==> config.mk <==
export PLATFORM = sky130hd
export DESIGN_NAME = lsu_mem_controller
export DESIGN_NICKNAME = d
export VERILOG_FILES = /design/src/rtl/lsu_mem_controller.sv
export SDC_FILE = /design/constraint.sdc
export NUM_CORES = 1
export LEC_CHECK = 0
export ABC_AREA = 1
export BUFFER_PORTS_ARGS = -buffer_cell sky130_fd_sc_hd__buf_2
export CORE_MARGIN = 3
export CORE_UTILIZATION = 50
export CTS_CLUSTER_SIZE = 14
export DETAILED_ROUTE_END_ITERATION = 12
export GPL_TIMING_DRIVEN = 0
export PLACE_DENSITY = 0.88
export SETUP_SLACK_MARGIN = 0.15
export SLEW_MARGIN = 40
export SYNTH_ARGS = -nofsm -noshare
export SYNTH_HDL_FRONTEND = slang
export SYNTH_SLANG_ARGS = --single-unit
==> constraint.sdc <==
create_clock -name clk -period 5.2 [get_ports clk]
set_input_delay 0.78 -clock clk [delete_from_list [all_inputs] [get_ports clk]]
set_output_delay 0.78 -clock clk [all_outputs]
set_load 0.01 [all_outputs]
==> src/rtl/lsu_mem_controller.sv <==
// Single-port L1 data-cache sequencer for the load/store unit: arbitrates the committed STQ head
// against the oldest issuable load and runs one request/response transaction at a time.
module lsu_mem_controller #(
    parameter  int XLEN          = 32,
    parameter  int LDQ_SIZE      = 8,
    parameter  int ROB_TAG_WIDTH = 5,
    localparam int IDX_W         = $clog2(LDQ_SIZE)
) (
    input  logic                     clk,
    input  logic                     reset,
    input  logic [LDQ_SIZE-1:0]      ldq_issuable,
    input  logic [IDX_W-1:0]         ldq_head,
    input  logic [XLEN-1:0]          ldq_sel_addr,
    input  logic                     stq_commit_pending,
    input  logic [XLEN-1:0]          stq_head_addr,
    input  logic [XLEN-1:0]          stq_head_data,
    input  logic [ROB_TAG_WIDTH-1:0] stq_head_rob_tag,
    input  logic                     kill_mem_req,
    input  logic                     flush,
    output logic                     mem_req_valid,
    input  logic                     mem_req_ready,
    output logic                     mem_req_write,
    output logic [XLEN-1:0]          mem_req_addr,
    output logic [XLEN-1:0]          mem_req_wdata,
    input  logic                     mem_resp_valid,
    input  logic [XLEN-1:0]          mem_resp_data,
    output logic [IDX_W-1:0]         ldq_mem_stage_index,
    output logic                     load_executed,
    output logic                     load_killed,
    output logic                     load_succeeded,
    output logic [IDX_W-1:0]         load_succeeded_index,
    output logic [XLEN-1:0]          load_result,
    output logic                     store_succeeded,
    output logic [ROB_TAG_WIDTH-1:0] store_succeeded_rob_tag,
    output logic                     busy
);

    typedef enum logic [1:0] {IDLE, REQ, WAIT, DRAIN} state_e;

    state_e                   state_q;
    logic                     is_store_q;
    logic [XLEN-1:0]          st_addr_q;
    logic [XLEN-1:0]          st_data_q;
    logic [ROB_TAG_WIDTH-1:0] st_tag_q;
    logic [IDX_W-1:0]         ldq_idx_q;
    logic                     load_executed_q;
    logic                     load_killed_q;
    logic                     load_succeeded_q;
    logic [IDX_W-1:0]         load_succ_idx_q;
    logic [XLEN-1:0]          load_result_q;
    logic                     store_succeeded_q;
    logic [ROB_TAG_WIDTH-1:0] store_tag_q;

    logic                     sel_found_d;
    logic [IDX_W-1:0]         sel_idx_d;
    logic [IDX_W-1:0]         cand;

    // Oldest-first scan from ldq_head; walking offsets downward lets the smallest offset win.
    always_comb begin
        // NOTE: every combinational output gets a default first so no latch is inferred.
        sel_found_d = 1'b0;
        sel_idx_d   = '0;
        cand        = '0;
        for (int i = LDQ_SIZE - 1; i >= 0; i--) begin
            cand = ldq_head + IDX_W'(i);
            if (ldq_issuable[cand]) begin
                sel_found_d = 1'b1;
                sel_idx_d   = cand;
            end
        end
    end

    logic in_req;
    assign in_req = (state_q == REQ);

    // A load request is withdrawn the instant it is killed or flushed, so the L1 never sees it.
    assign mem_req_valid = in_req && (is_store_q || !(kill_mem_req || flush));
    assign mem_req_write = in_req && is_store_q;
    assign mem_req_addr  = !in_req ? '0 : (is_store_q ? st_addr_q : ldq_sel_addr);
    assign mem_req_wdata = (in_req && is_store_q) ? st_data_q : '0;

    always_ff @(posedge clk) begin
        if (reset) begin
            state_q           <= IDLE;
            is_store_q        <= 1'b0;
            st_addr_q         <= '0;
            st_data_q         <= '0;
            st_tag_q          <= '0;
            ldq_idx_q         <= '0;
            load_executed_q   <= 1'b0;
            load_killed_q     <= 1'b0;
            load_succeeded_q  <= 1'b0;
            load_succ_idx_q   <= '0;
            load_result_q     <= '0;
            store_succeeded_q <= 1'b0;
            store_tag_q       <= '0;
        end else begin
            // NOTE: pulses default low with non-blocking assignments; a later branch overrides.
            load_executed_q   <= 1'b0;
            load_killed_q     <= 1'b0;
            load_succeeded_q  <= 1'b0;
            store_succeeded_q <= 1'b0;

            case (state_q)
                IDLE: begin
                    if (stq_commit_pending) begin
                        is_store_q <= 1'b1;
                        st_addr_q  <= stq_head_addr;
                        st_data_q  <= stq_head_data;
                        st_tag_q   <= stq_head_rob_tag;
                        state_q    <= REQ;
                    end else if (sel_found_d) begin
                        is_store_q <= 1'b0;
                        ldq_idx_q  <= sel_idx_d;
                        state_q    <= REQ;
                    end
                end

                REQ: begin
                    if (is_store_q) begin
                        if (mem_req_ready) state_q <= WAIT;
                    end else if (flush) begin
                        state_q <= IDLE;
                    end else if (kill_mem_req) begin
                        load_killed_q <= 1'b1;
                        state_q       <= IDLE;
                    end else if (mem_req_ready) begin
                        load_executed_q <= 1'b1;
                        state_q         <= WAIT;
                    end
                end

                WAIT: begin
                    if (mem_resp_valid) begin
                        if (is_store_q) begin
                            store_succeeded_q <= 1'b1;
                            store_tag_q       <= st_tag_q;
                        end else if (!flush) begin
                            load_succeeded_q <= 1'b1;
                            load_succ_idx_q  <= ldq_idx_q;
                            load_result_q    <= mem_resp_data;
                        end
                        state_q <= IDLE;
                    end else if (!is_store_q && flush) begin
                        state_q <= DRAIN;
                    end
                end

                DRAIN: begin
                    if (mem_resp_valid) state_q <= IDLE;
                end

                default: state_q <= IDLE;
            endcase
        end
    end

    assign ldq_mem_stage_index     = ldq_idx_q;
    assign load_executed           = load_executed_q;
    assign load_killed             = load_killed_q;
    assign load_succeeded          = load_succeeded_q;
    assign load_succeeded_index    = load_succ_idx_q;
    assign load_result             = load_result_q;
    assign store_succeeded         = store_succeeded_q;
    assign store_succeeded_rob_tag = store_tag_q;
    assign busy                    = (state_q != IDLE);

endmodule
# Word level (Yosys, flattened, before mapping)
# Cells that the tools add are included.
# word_totals
ff_bits,119
latchBits,0
ramBits,0
mem_bits_ro,0
input_bits,151
out_inout_bits,114
word_cells,111
n_memories,0
# classes
addsub,7
multipliers,0
div,0
magnitude_cmp,8
eq_ne,6
shift,0
n_mux,51
n_bitwise,6
n_reduce_logical,20
# op_table
operator,count
$mux 32,3
$lt 3x4->1 const B,8
$bmux 1 s3,8
$mux 3,8
$mux 1,22
$mux 2,9
$add 3x3->3 const B,4
$reduce_and 3->1,3
$pmux 2 s4,1
$reduce_or 4->1,2
$add 3x2->3 const B,2
$ne 3x3->1 const B,2
$not 1->1,6
$reduce_or 5->1,1
$eq 2x2->1 const B,2
$reduce_and 2->1,2
$reduce_and 4->1,1
$reduce_bool 2->1,2
$add 3x1->3 const B,1
$logic_and 1x1->1,3
$reduce_or 3->1,1
$eq 2x1->1 const B,1
$logic_not 1->1,2
$logic_not 2->1,1
other kinds (2),3

# Logic depth before layout (Yosys ltp)
# Gate-level depths: netlist (run 1).
# logic_depth
word_depth,14
mapped_depth,18
depth_no_buf,17

# Worst setup path before layout (run 1)
# OpenSTA, ideal clock, no wires.
# synth_path
kind,input to register
startpoint,in ldq_head[0]
endpoint,reg ldq_idx_q[1] (netlist: ldq_mem_stage_index[1])
setup_time_ps,112
t_arrival_ps,2319
required_time_ps,5088
slack_ps,2769
cell_stages,15
n_path_buf,2
cell_sequence,buf_6 -> inv_8 -> ha_1 -> buf_6 -> inv_1 -> nand3_1 -> and2_4 -> nor3_4 -> nand3_2 -> nand2_2 -> inv_2 -> nand2_2 -> a21oi_1 -> nand2_1 -> nand2_1
# synth_via
elab_chain_len,12
elab_cells_between_ends,40
classes_between,add/sub: 7; mux: 32; reduce/logical: 1
# synth_rtl
element,line,source
start: declaration,12,"input logic [IDX_W-1:0] ldq_head,"
$add 3x3->3,65,cand = ldq_head + IDX_W'(i);
$bmux 1 s3,66,if (ldq_issuable[cand]) begin
$mux 1 (implied by the code),66,
$mux 1 (8 in series),66,
$reduce_and 3->1 (no source line),--,
end signal: assignment,114,ldq_idx_q <= sel_idx_d;
end: declaration,45,logic [IDX_W-1:0] ldq_idx_q;
# Parallel ways exist; a longest one is shown, timed or not. The select of a mux whose other input is x is not followed.
# A chain may end at the register's enable or synchronous reset.

# Worst setup path in the final report (run 1)
# layout_path
startpoint,reg is_store_q
endpoint,out mem_req_wdata[1]
# layout_via
elab_chain_len,2
# layout_rtl
element,line,source
start: declaration,41,logic is_store_q;
start signal: assignment,85,is_store_q <= 1'b0;
start signal: assignment,107,is_store_q <= 1'b1;
start signal: assignment,113,is_store_q <= 1'b0;
$logic_and 1x1->1,80,assign mem_req_wdata = (in_req && is_store_q) ? st_data_q : '0;
$mux 32,80,
end: declaration,24,"output logic [XLEN-1:0] mem_req_wdata,"
# Every way passes these cells.

==> reports/metrics.yaml, run 1 <==
cts:
  cts.htree.levels: 4
  cts_inserted_buffers: 17
  holdBufCountCts: 0
  ctsResizeCount: 0
  cts_tree: "done"
  clock_path_buffers: 2
  cts.reportedPaths.clkPinSlew_ns: 0.06
  cts.sinks: 119
  postCtsSetupBuffers: 0
  cts_root_buffer: "clkbuf_8"
  clkLatencyLatePin_ns: 0.51
setup_path:
  crit_fanout: 10
  cp.required_ns: 4.42
  reg2reg_from: "state_q[1]$_SDFFE_PP0P_"
  rrSetupSlack_ns: 3.39
  r2r_end: "load_result[30]$_SDFFE_PP0P_"
  rr_worst_depth: 8
  path_class: "register to output pin"
  cp-end-kind: "output pin"
  setup.worst_path.start_class: "register"
  worstPathCellList: "buf_2 -> clkinv_1 -> nor2_1 -> inv_1 -> clkbuf_1 -> nor2_1 -> buf_2"
  worstPathArrival_ns: 2.39
  critPathSlowestCell: "nor2_1"
  worst_path_largest_cell_delay_ns: 0.33
yosys:
  synth_area_um2: 5450
  synth_seq_cells: 119
  avgSynthCellArea_um2: 6.75
  syn_nets: 960
  synth_cell_types: 27
  netlist_instances: 807
  yosysWarnings: 0
  ys_seq_area_share_pct: 43.7
place:
  gp_congestion: 0.877
  post-place-ws_ns: 2.45
  numPortBuffers: 263
  dp_hpwl_mm: 14.2
job:
  cap_violations: 0
run_status:
  status: "complete, no violations"
floorplanning:
  initial_core_util_pct: 52.1
  io_pins: 265
  die_y_um: 110
  die_w_um: 110
  fp.coreArea_um2: 10500
  fp-row-count: 37
  dieArea_um2: 12200
power:
  power_density_nw_per_um2: 353
  ir_drop_uv: 342
  p_leak_nw: 3.93
routing:
  drtPass1Iterations: 5
  remaining_drc_errors: 0
  drt_iter0_drc: 387
  via_per_inst: 5.09
  wl_per_cell_um: 14.9
  ant_nets: 0
  wl_mm: 18.5
  via_count: 6317
sta:
  setup_tns_ns: 0
  finalClockSkew_ns: 0.0111
  slew_violations: 0
  fmax_mhz: 316
  fin_ws_ns: 2.03
  setup_viol: 0
  post-route-min-period_ns: 3.17
  finalCritPeriodShare_pct: 60.9
  maxSlewHeadroom_pct: 62.4
  rsz0062_at_grt: "false"
  finalHoldViolations: 0
  tightestPinTransition_ns: 0.564
final_layout:
  layout.nets: 1242
  syn_to_final_growth_pct: 39.0
  layout_common_cells: "265 x buf_2, 203 x nor2_1, 119 x dfxtp_1"
  final_common_cell: "buf_2"
  drive_gt1_share_pct: 30.3
  fillers: 928
hold_path:
  whs_path_depth: 2
  hp-class: "register to register"
  holdPathEnd: "st_data_q[17]$_SDFFE_PP0P_"
  hp-start: "st_data_q[17]$_SDFFE_PP0P_"
grt:
  grt_max_degree: 17
  grt_pass1_vias: 5666
  overflow: 0
  grt_use_total_pct: 29.0
  antenna_found_initial: 3
  grt_pass1_wl_mm: 27.1
## worst max path at each step
| stage | start | endpoint | slack [ns] |
|---|---|---|---|
| floorplan | ldq_head[0] | ldq_mem_stage_index[1]$_SDFFE_PP0P_ | 2.77 |
| global placement | ldq_head[1] | ldq_mem_stage_index[1]$_SDFFE_PP0P_ | 2.47 |
| detailed placement | ldq_head[1] | ldq_mem_stage_index[2]$_SDFFE_PP0P_ | 2.45 |
| CTS | is_store_q$_SDFFE_PP0P_ | mem_req_wdata[1] | 2.03 |
| global route | is_store_q$_SDFFE_PP0P_ | mem_req_wdata[1] | 1.83 |
| finish | is_store_q$_SDFFE_PP0P_ | mem_req_wdata[1] | 2.03 |
## cell usage after synthesis
cell type,number,area [um^2]
nor2_1,203,762
dfxtp_1,119,2380
nand2_1,111,417
o21ai_0,111,556
a21oi_1,74,370
inv_1,60,225
clkbuf_1,38,143
nand3_1,30,150
nand2_2,15,93.8
inv_2,6,22.5
nand3_2,6,60.1
buf_1,5,18.8
buf_6,4,45.0
nor3_1,3,15.0
and2_4,2,17.5
buf_2,2,10.0
clkinv_1,2,7.51
ha_1,2,25.0
nand2_4,2,22.5
nand4_1,2,12.5
nor3_4,2,32.5
o21ai_1,2,10.0
xnor2_1,2,17.5
a31oi_1,1,6.26
inv_8,1,11.3
o211ai_1,1,7.51
xor2_1,1,8.76
## report_power, final
part	switching (mW)	internal (mW)	total, mW
Clock	0.437	0.797	1.23
Combinational	0.275	0.165	0.440
Sequential	0.0269	0.976	1.00
Total	0.739	1.94	2.68
## critical path, delay by kind of cell (launching register included)
kind | cells | cell delay (ns)
buffers and inverters | 5 | 1.08
AND/OR/NAND/NOR | 2 | 0.52
flip-flops | 1 | 0.30
## registers in the layout, indices dropped and copies added, names as in the netlist
name,cells
load_succeeded,1
st_addr_q,32
st_data_q,32
state_q,2
load_succeeded_index,3
load_killed,1
store_succeeded_rob_tag,5
load_executed,1
st_tag_q,5
is_store_q,1
ldq_mem_stage_index,3
store_succeeded,1
load_result,32
## per-stage QoR
step	power, mW	cells	cell area, um^2	hold WS [ns]	util (%)
after global routing	2.80	1241	7570	0.435	72.4
after floorplan	1.29	807	5450	0.430	-
final	2.68	1242	7570	0.452	72.4
after CTS	2.68	1238	7560	0.439	72.3
after global placement	1.44	1206	6940	0.439	66.3
after detailed placement	1.45	1206	6940	0.445	66.3
## cells by family after synthesis
| family | after synthesis | synth area share, % |
|---|---|---|
| simple gates | 376 | 29.0 |
| flops | 119 | 43.7 |
| buf+inv | 118 | 8.86 |
| fa+ha+maj | 2 | 0.459 |
| compound gates | 189 | 17.4 |
| xor+xnor | 3 | 0.482 |
## metal layers
layer,vias to the layer above,GRT usage (%),routed length (um)
met3,44,8.10,1640
met1,2858,34.7,7400
met4,0,12.2,586
met5,-,0,0
met2,278,48.7,8900
li1,3137,-,-
## layout make-up
cell class,count,area (um^2),area share (%)
tap,136,170,2.25
multi-input combinational,570,2580,34.1
inverter,69,267,3.52
clock buffer,19,432,5.70
antenna,4,10.0,0.132
buffer,49,216,2.86
sequential,119,2380,31.5
timing repair buffer,263,1320,17.4
clock inverter,13,195,2.58
No activity file was read; power rests on OpenSTA's default activity.
==> inputs of run 2 (changes only) <==
- CORE_UTILIZATION: 50 -> 42
- PLACE_DENSITY: 0.88 -> 0.79
- clock period: 5.2 -> 2.8 ns (I/O delays scaled with it)
==> reports/metrics.yaml, run 2 (synthesis results as in run 1) <==
setup_path:
  critPathSlowestCell: "dfxtp_1"
  crit_fanout: 10  # unchanged
  worstPathCellList: "inv_1 -> nor2_1 -> inv_2 -> nor2_4 -> inv_1 -> buf_1 -> nor2_1 -> buf_2"
  worst_path_largest_cell_delay_ns: 0.37  # +0.04 ns
  setup.worst_path.start_class: "register"
  cp-end-kind: "output pin"
  crit_buf_inv: 5  # unchanged
  path_class: "register to output pin"
  cp_top_family: "buffers and inverters"
  worstPathArrival_ns: 2.11  # -0.28 ns
  cp.required_ns: 2.38  # -2.04 ns
routing:
  ant_nets: 0  # unchanged
  remaining_drc_errors: 0  # unchanged
  drt_iter0_drc: 412  # +6.5%
  wl_per_cell_um: 14.8  # -0.49%
  via_per_inst: 4.91  # -3.4%
  wl_mm: 18.9  # +1.8%
  drtPass1Iterations: 5  # unchanged
  via_count: 6245  # -1.1%
power:
  ir_drop_uv: 561  # +64%
  power_density_nw_per_um2: 664  # +88%
  p_leak_nw: 3.94  # +0.29%
sta:
  finalCritPeriodShare_pct: 90.4
  post-route-min-period_ns: 2.53
  finalHoldViolations: 0  # unchanged
  tightestPinTransition_ns: 0.576  # +0.0125 ns
  setup_viol: 0  # unchanged
  slew_violations: 0  # unchanged
  maxSlewHeadroom_pct: 61.6  # -0.84 points
  finalClockSkew_ns: 0.00906  # -0.00207 ns
  fmax_mhz: 395
  rsz0062_at_grt: "true"
  hold_slack_ns: 0.182  # -0.270 ns
  setup_tns_ns: 0  # unchanged
cts:
  cts_tree: "done"
  clkLatencyLatePin_ns: 0.42  # -0.09 ns
  cts_root_buffer: "clkbuf_16"
  cts_inserted_buffers: 17  # unchanged
  cts.sinks: 119  # unchanged
  holdBufCountCts: 0  # unchanged
  cts.reportedPaths.clkPinSlew_ns: 0.06  # about the same
  cts.htree.levels: 4  # unchanged
  clock_path_buffers: 2  # unchanged
  postCtsSetupBuffers: 0  # unchanged
final_layout:
  utilization_pct: 61.8  # -11 points
  seqCellArea_um2: 2380  # unchanged
  finalInstanceArea_um2: 7630  # +0.83%
  drive_gt1_share_pct: 30.6  # +0.27 points
  final_common_cell: "buf_2"
  multi_input_area_um2: 2590  # +0.29%
  fillers: 1166  # +26%
  layout_common_cells: "265 x buf_2, 202 x nor2_1, 119 x dfxtp_1"
  layout.nets: 1242  # unchanged
  syn_to_final_growth_pct: 40.1
grt:
  grt_pass1_wl_mm: 28.6  # +5.3%
  grt_pass1_vias: 5749  # +1.5%
  overflow: 0  # unchanged
  grt_use_total_pct: 25.1  # -3.8 points
  antenna_found_initial: 1  # -2
  grt_max_degree: 17  # unchanged
place:
  dp_hpwl_mm: 14.4  # +1.5%
  numPortBuffers: 263  # unchanged
  place_area_um2: 6980  # +0.58%
  gp_congestion: 0.932  # +6.2%
floorplanning:
  die_y_um: 120  # +8.6%
  fp-row-count: 40  # +8.1%
  die_w_um: 120  # +8.6%
  initial_core_util_pct: 44.1  # -8.0 points
  io_pins: 265  # unchanged
  fp.coreArea_um2: 12400  # +18%
  dieArea_um2: 14400  # +18%
hold_path:
  hp-class: "primary input to register"
run_status:
  status: "complete, no violations"
job:
  cap_violations: 0  # unchanged
run 2: worst paths after layout:
path,start,to,slack (ns),cells past startpoint
worst min register to register,st_data_q[27]$_SDFFE_PP0P_,st_data_q[27]$_SDFFE_PP0P_,0.45,2
worst min-delay path,kill_mem_req,load_executed$_SDFF_PP0_,0.18,2
worst max-delay path,state_q[0]$_SDFFE_PP0P_,mem_req_wdata[24],0.27,8
worst max register to register,state_q[1]$_SDFFE_PP0P_,load_result[30]$_SDFFE_PP0P_,0.99,8
run 2: repair_timing:
action                                  4_1_cts  5_1_grt
gates resized for setup                       2        6
endpoints found under the setup margin       30       30
cloned                                        0        0
hold endpoints to repair                      0        0
run 2: area by class of cell:
type	instances	share of cell area, %
antenna	1	0.0328
buffer	49	2.85
clock buffer	20	5.85
clock inverter	12	2.61
inverter	69	3.52
multi-input combinational	570	33.9
sequential	119	31.2
tap	168	2.75
timing repair buffer	263	17.2
run 2: power breakdown:
group | internal (mW) | switching [mW] | total [mW]
registers | 1.81 | 0.0489 | 1.86
logic | 0.307 | 0.518 | 0.825
clock network | 1.60 | 0.786 | 2.39
run 2: worst register-to-register path: cells and delay by family (launching register included):
family / cells / cell delay [ns]
and+or+nand+nor: 5 / 0.83
buffers and inverters: 3 / 0.52
DFF: 1 / 0.35
run 2: stage by stage:
| step | worst slack (ns) | power (mW) | cells |
|---|---|---|---|
| 2_1_floorplan | 0.729 | 2.39 | 807 |
| 3_3_place_gp | 0.308 | 2.69 | 1238 |
| 3_5_place_dp | 0.309 | 2.71 | 1238 |
| 4_1_cts | 0.152 | 5.08 | 1270 |
| 5_1_grt | 0.115 | 5.29 | 1271 |
| 6_report | 0.268 | 5.07 | 1271 |
run 2: routing by layer:
metal / vias to the layer above / wire [um] / track usage, %
li1: 3147 / - / -
met3: 35 / 1400 / 7.82
met1: 2804 / 7980 / 30.4
met4: 0 / 385 / 8.45
met2: 259 / 9090 / 42.3
met5: - / 0 / 0
==> inputs of run 3 (changes only) <==
- MAX_ROUTING_LAYER: unset -> met4
- PLACE_DENSITY: 0.79 -> unset
- PLACE_DENSITY_LB_ADDON: unset -> 0.15
==> reports/metrics.yaml, run 3 (synthesis results as in run 1) <==
setup_path:
  cp_top_family: "buffers and inverters"
  worstPathCellList: "inv_1 -> nor2_1 -> inv_1 -> nor2_4 -> inv_1 -> clkbuf_2 -> nor2_1 -> buf_2"
  setup.worst_path.start_class: "register"
  critPathSlowestCell: "dfxtp_1"
  worst_path_largest_cell_delay_ns: 0.37  # about the same
  path_class: "register to output pin"
  crit_start: "state_q[0]$_SDFFE_PP0P_"
  worstPathArrival_ns: 2.04  # -0.07 ns
  cp.required_ns: 2.38  # about the same
  crit_buf_inv: 5  # unchanged
  critPathMostFrequentCell: "inv_1"
  cp-end-kind: "output pin"
  reg2reg_from: "state_q[1]$_SDFFE_PP0P_"
  crit_cells: 8  # unchanged
  rr_worst_depth: 8  # unchanged
  crit_fanout: 10  # unchanged
  crit_path_end: "mem_req_wdata[18]"
  rrSetupSlack_ns: 1.00  # about the same
  r2r_end: "load_result[29]$_SDFFE_PP0P_"
sta:
  rsz0062_at_grt: "false"
  post-route-min-period_ns: 2.46  # -0.0701 ns
  setup_viol: 0  # unchanged
  tightestPinTransition_ns: 0.540  # -0.0362 ns
  setup_tns_ns: 0  # unchanged
  finalClockSkew_ns: 0.00515  # -0.00391 ns
  maxSlewHeadroom_pct: 64.0  # +2.4 points
  finalHoldViolations: 0  # unchanged
  fmax_mhz: 406  # +2.8%
  finalCritPeriodShare_pct: 87.9  # -2.5 points
  fin_ws_ns: 0.338  # +0.0701 ns
  slew_violations: 0  # unchanged
final_layout:
  multi_input_area_um2: 2590  # unchanged
  finalInstanceArea_um2: 7580  # -0.74%
  layout_common_cells: "265 x buf_2, 202 x nor2_1, 119 x dfxtp_1"
  layout.nets: 1242  # unchanged
  final_common_cell: "buf_2"
  syn_to_final_growth_pct: 39.1
  seqCellArea_um2: 2380  # unchanged
  instances_no_fill: 1271  # unchanged
  fillers: 1258  # +7.9%
  drive_gt1_share_pct: 30.8  # +0.18 points
grt:
  grt_use_total_pct: 24.2  # -0.89 points
  grt_max_degree: 17  # unchanged
  overflow: 0  # unchanged
  grt_pass1_wl_mm: 27.0  # -5.5%
  antenna_found_initial: 1  # unchanged
  grt_pass1_vias: 5531  # -3.8%
hold_path:
  whs_path_depth: 2  # unchanged
  hp-class: "primary input to register"
cts:
  cts.sinks: 119  # unchanged
  clkLatencyLatePin_ns: 0.41  # about the same
  cts_tree: "done"
  holdBufCountCts: 0  # unchanged
  cts_inserted_buffers: 17  # unchanged
  cts.htree.levels: 4  # unchanged
  postCtsSetupBuffers: 0  # unchanged
  ctsResizeCount: 2  # unchanged
  clock_path_buffers: 2  # unchanged
  cts_root_buffer: "clkbuf_16"
  cts.reportedPaths.clkPinSlew_ns: 0.05  # about the same
floorplanning:
  die_y_um: 120  # unchanged
  die_w_um: 120  # unchanged
  fp.coreArea_um2: 12400  # unchanged
  dieArea_um2: 14400  # unchanged
  fp-row-count: 40  # unchanged
  io_pins: 265  # unchanged
  initial_core_util_pct: 44.1  # unchanged
place:
  post-place-ws_ns: 0.321  # +0.0118 ns
  gp_congestion: 0.868  # -6.9%
  dp_hpwl_mm: 13.3  # -7.7%
  place_area_um2: 6980  # unchanged
  dpl.cell_count: 1238  # unchanged
  numPortBuffers: 263  # unchanged
routing:
  drtPass1Iterations: 5  # unchanged
  remaining_drc_errors: 0  # unchanged
  ant_nets: 0  # unchanged
  via_count: 6077  # -2.7%
  via_per_inst: 4.78  # -2.7%
  wl_mm: 17.4  # -7.6%
  drt_iter0_drc: 360  # -13%
  wl_per_cell_um: 13.7  # -7.6%
power:
  power.total_mw: 4.84  # -4.6%
  power_density_nw_per_um2: 638  # -3.9%
  p_leak_nw: 3.94  # -0.12%
  ir_drop_uv: 381  # -32%
job:
  cap_violations: 0  # unchanged
run_status:
  status: "complete, no violations"
==> run 3: cell types whose count changed in the layout (fill, tap and decap cells not counted), sizes merged <==
cell | before | now
bufinv | 5 | 3
clkbuf | 57 | 56
clkinv | 3 | 12
buf | 275 | 274
inv | 69 | 67
clkinvlp | 4 | 1
==> run 3: worst reg2reg max path: stages, from the launching register on <==
cell	delay [ns]
dfxtp_1	0.35
inv_1	0.06
nor2_1	0.12
nand2_1	0.12
nor3_4	0.35
inv_2	0.17
clkbuf_1	0.28
nor2_1	0.17
nor2_1	0.06
==> run 3: metal layers <==
metal / vias to the layer above / share of wire [%] / global-route usage, %
met5: - / 0 / -
met1: 2736 / 43 / 29.6
met3: 17 / 6.2 / 5.84
met2: 191 / 49 / 40.2
li1: 3133 / - / -
met4: 0 / 1.2 / 6.73
==> run 3: layout make-up <==
class	count	area share (%)
antenna	1	0.0330
timing repair buffer	263	17.4
tap	168	2.77
inverter	69	3.53
sequential	119	31.4
clock inverter	14	2.10
clock buffer	18	5.66
buffer	49	2.91
multi-input combinational	570	34.2
==> run 3: where the power goes <==
part | switching (mW) | internal (mW) | total (mW)
sequential | 0.0484 | 1.81 | 1.86
combinational | 0.497 | 0.307 | 0.804
clock | 0.784 | 1.39 | 2.17
==> run 3: per-stage QoR <==
| step | util, % | hold slack (ns) |
|---|---|---|
| 2_1_floorplan | - | 0.430 |
| 3_3_place_gp | 56.4 | 0.440 |
| 3_5_place_dp | 56.4 | 0.443 |
| 4_1_cts | 61.2 | 0.177 |
| 5_1_grt | 61.3 | 0.186 |
| 6_report | 61.3 | 0.191 |
==> run 3: worst min-delay path by stage <==
stage / start / to / slack, ns
floorplan: st_data_q[31]$_SDFFE_PP0P_ / st_data_q[31]$_SDFFE_PP0P_ / 0.43
global placement: st_data_q[3]$_SDFFE_PP0P_ / st_data_q[3]$_SDFFE_PP0P_ / 0.44
detailed placement: st_data_q[19]$_SDFFE_PP0P_ / st_data_q[19]$_SDFFE_PP0P_ / 0.44
CTS: kill_mem_req / load_executed$_SDFF_PP0_ / 0.18
global route: reset / store_succeeded$_SDFF_PP0_ / 0.19
finish: kill_mem_req / load_executed$_SDFF_PP0_ / 0.19
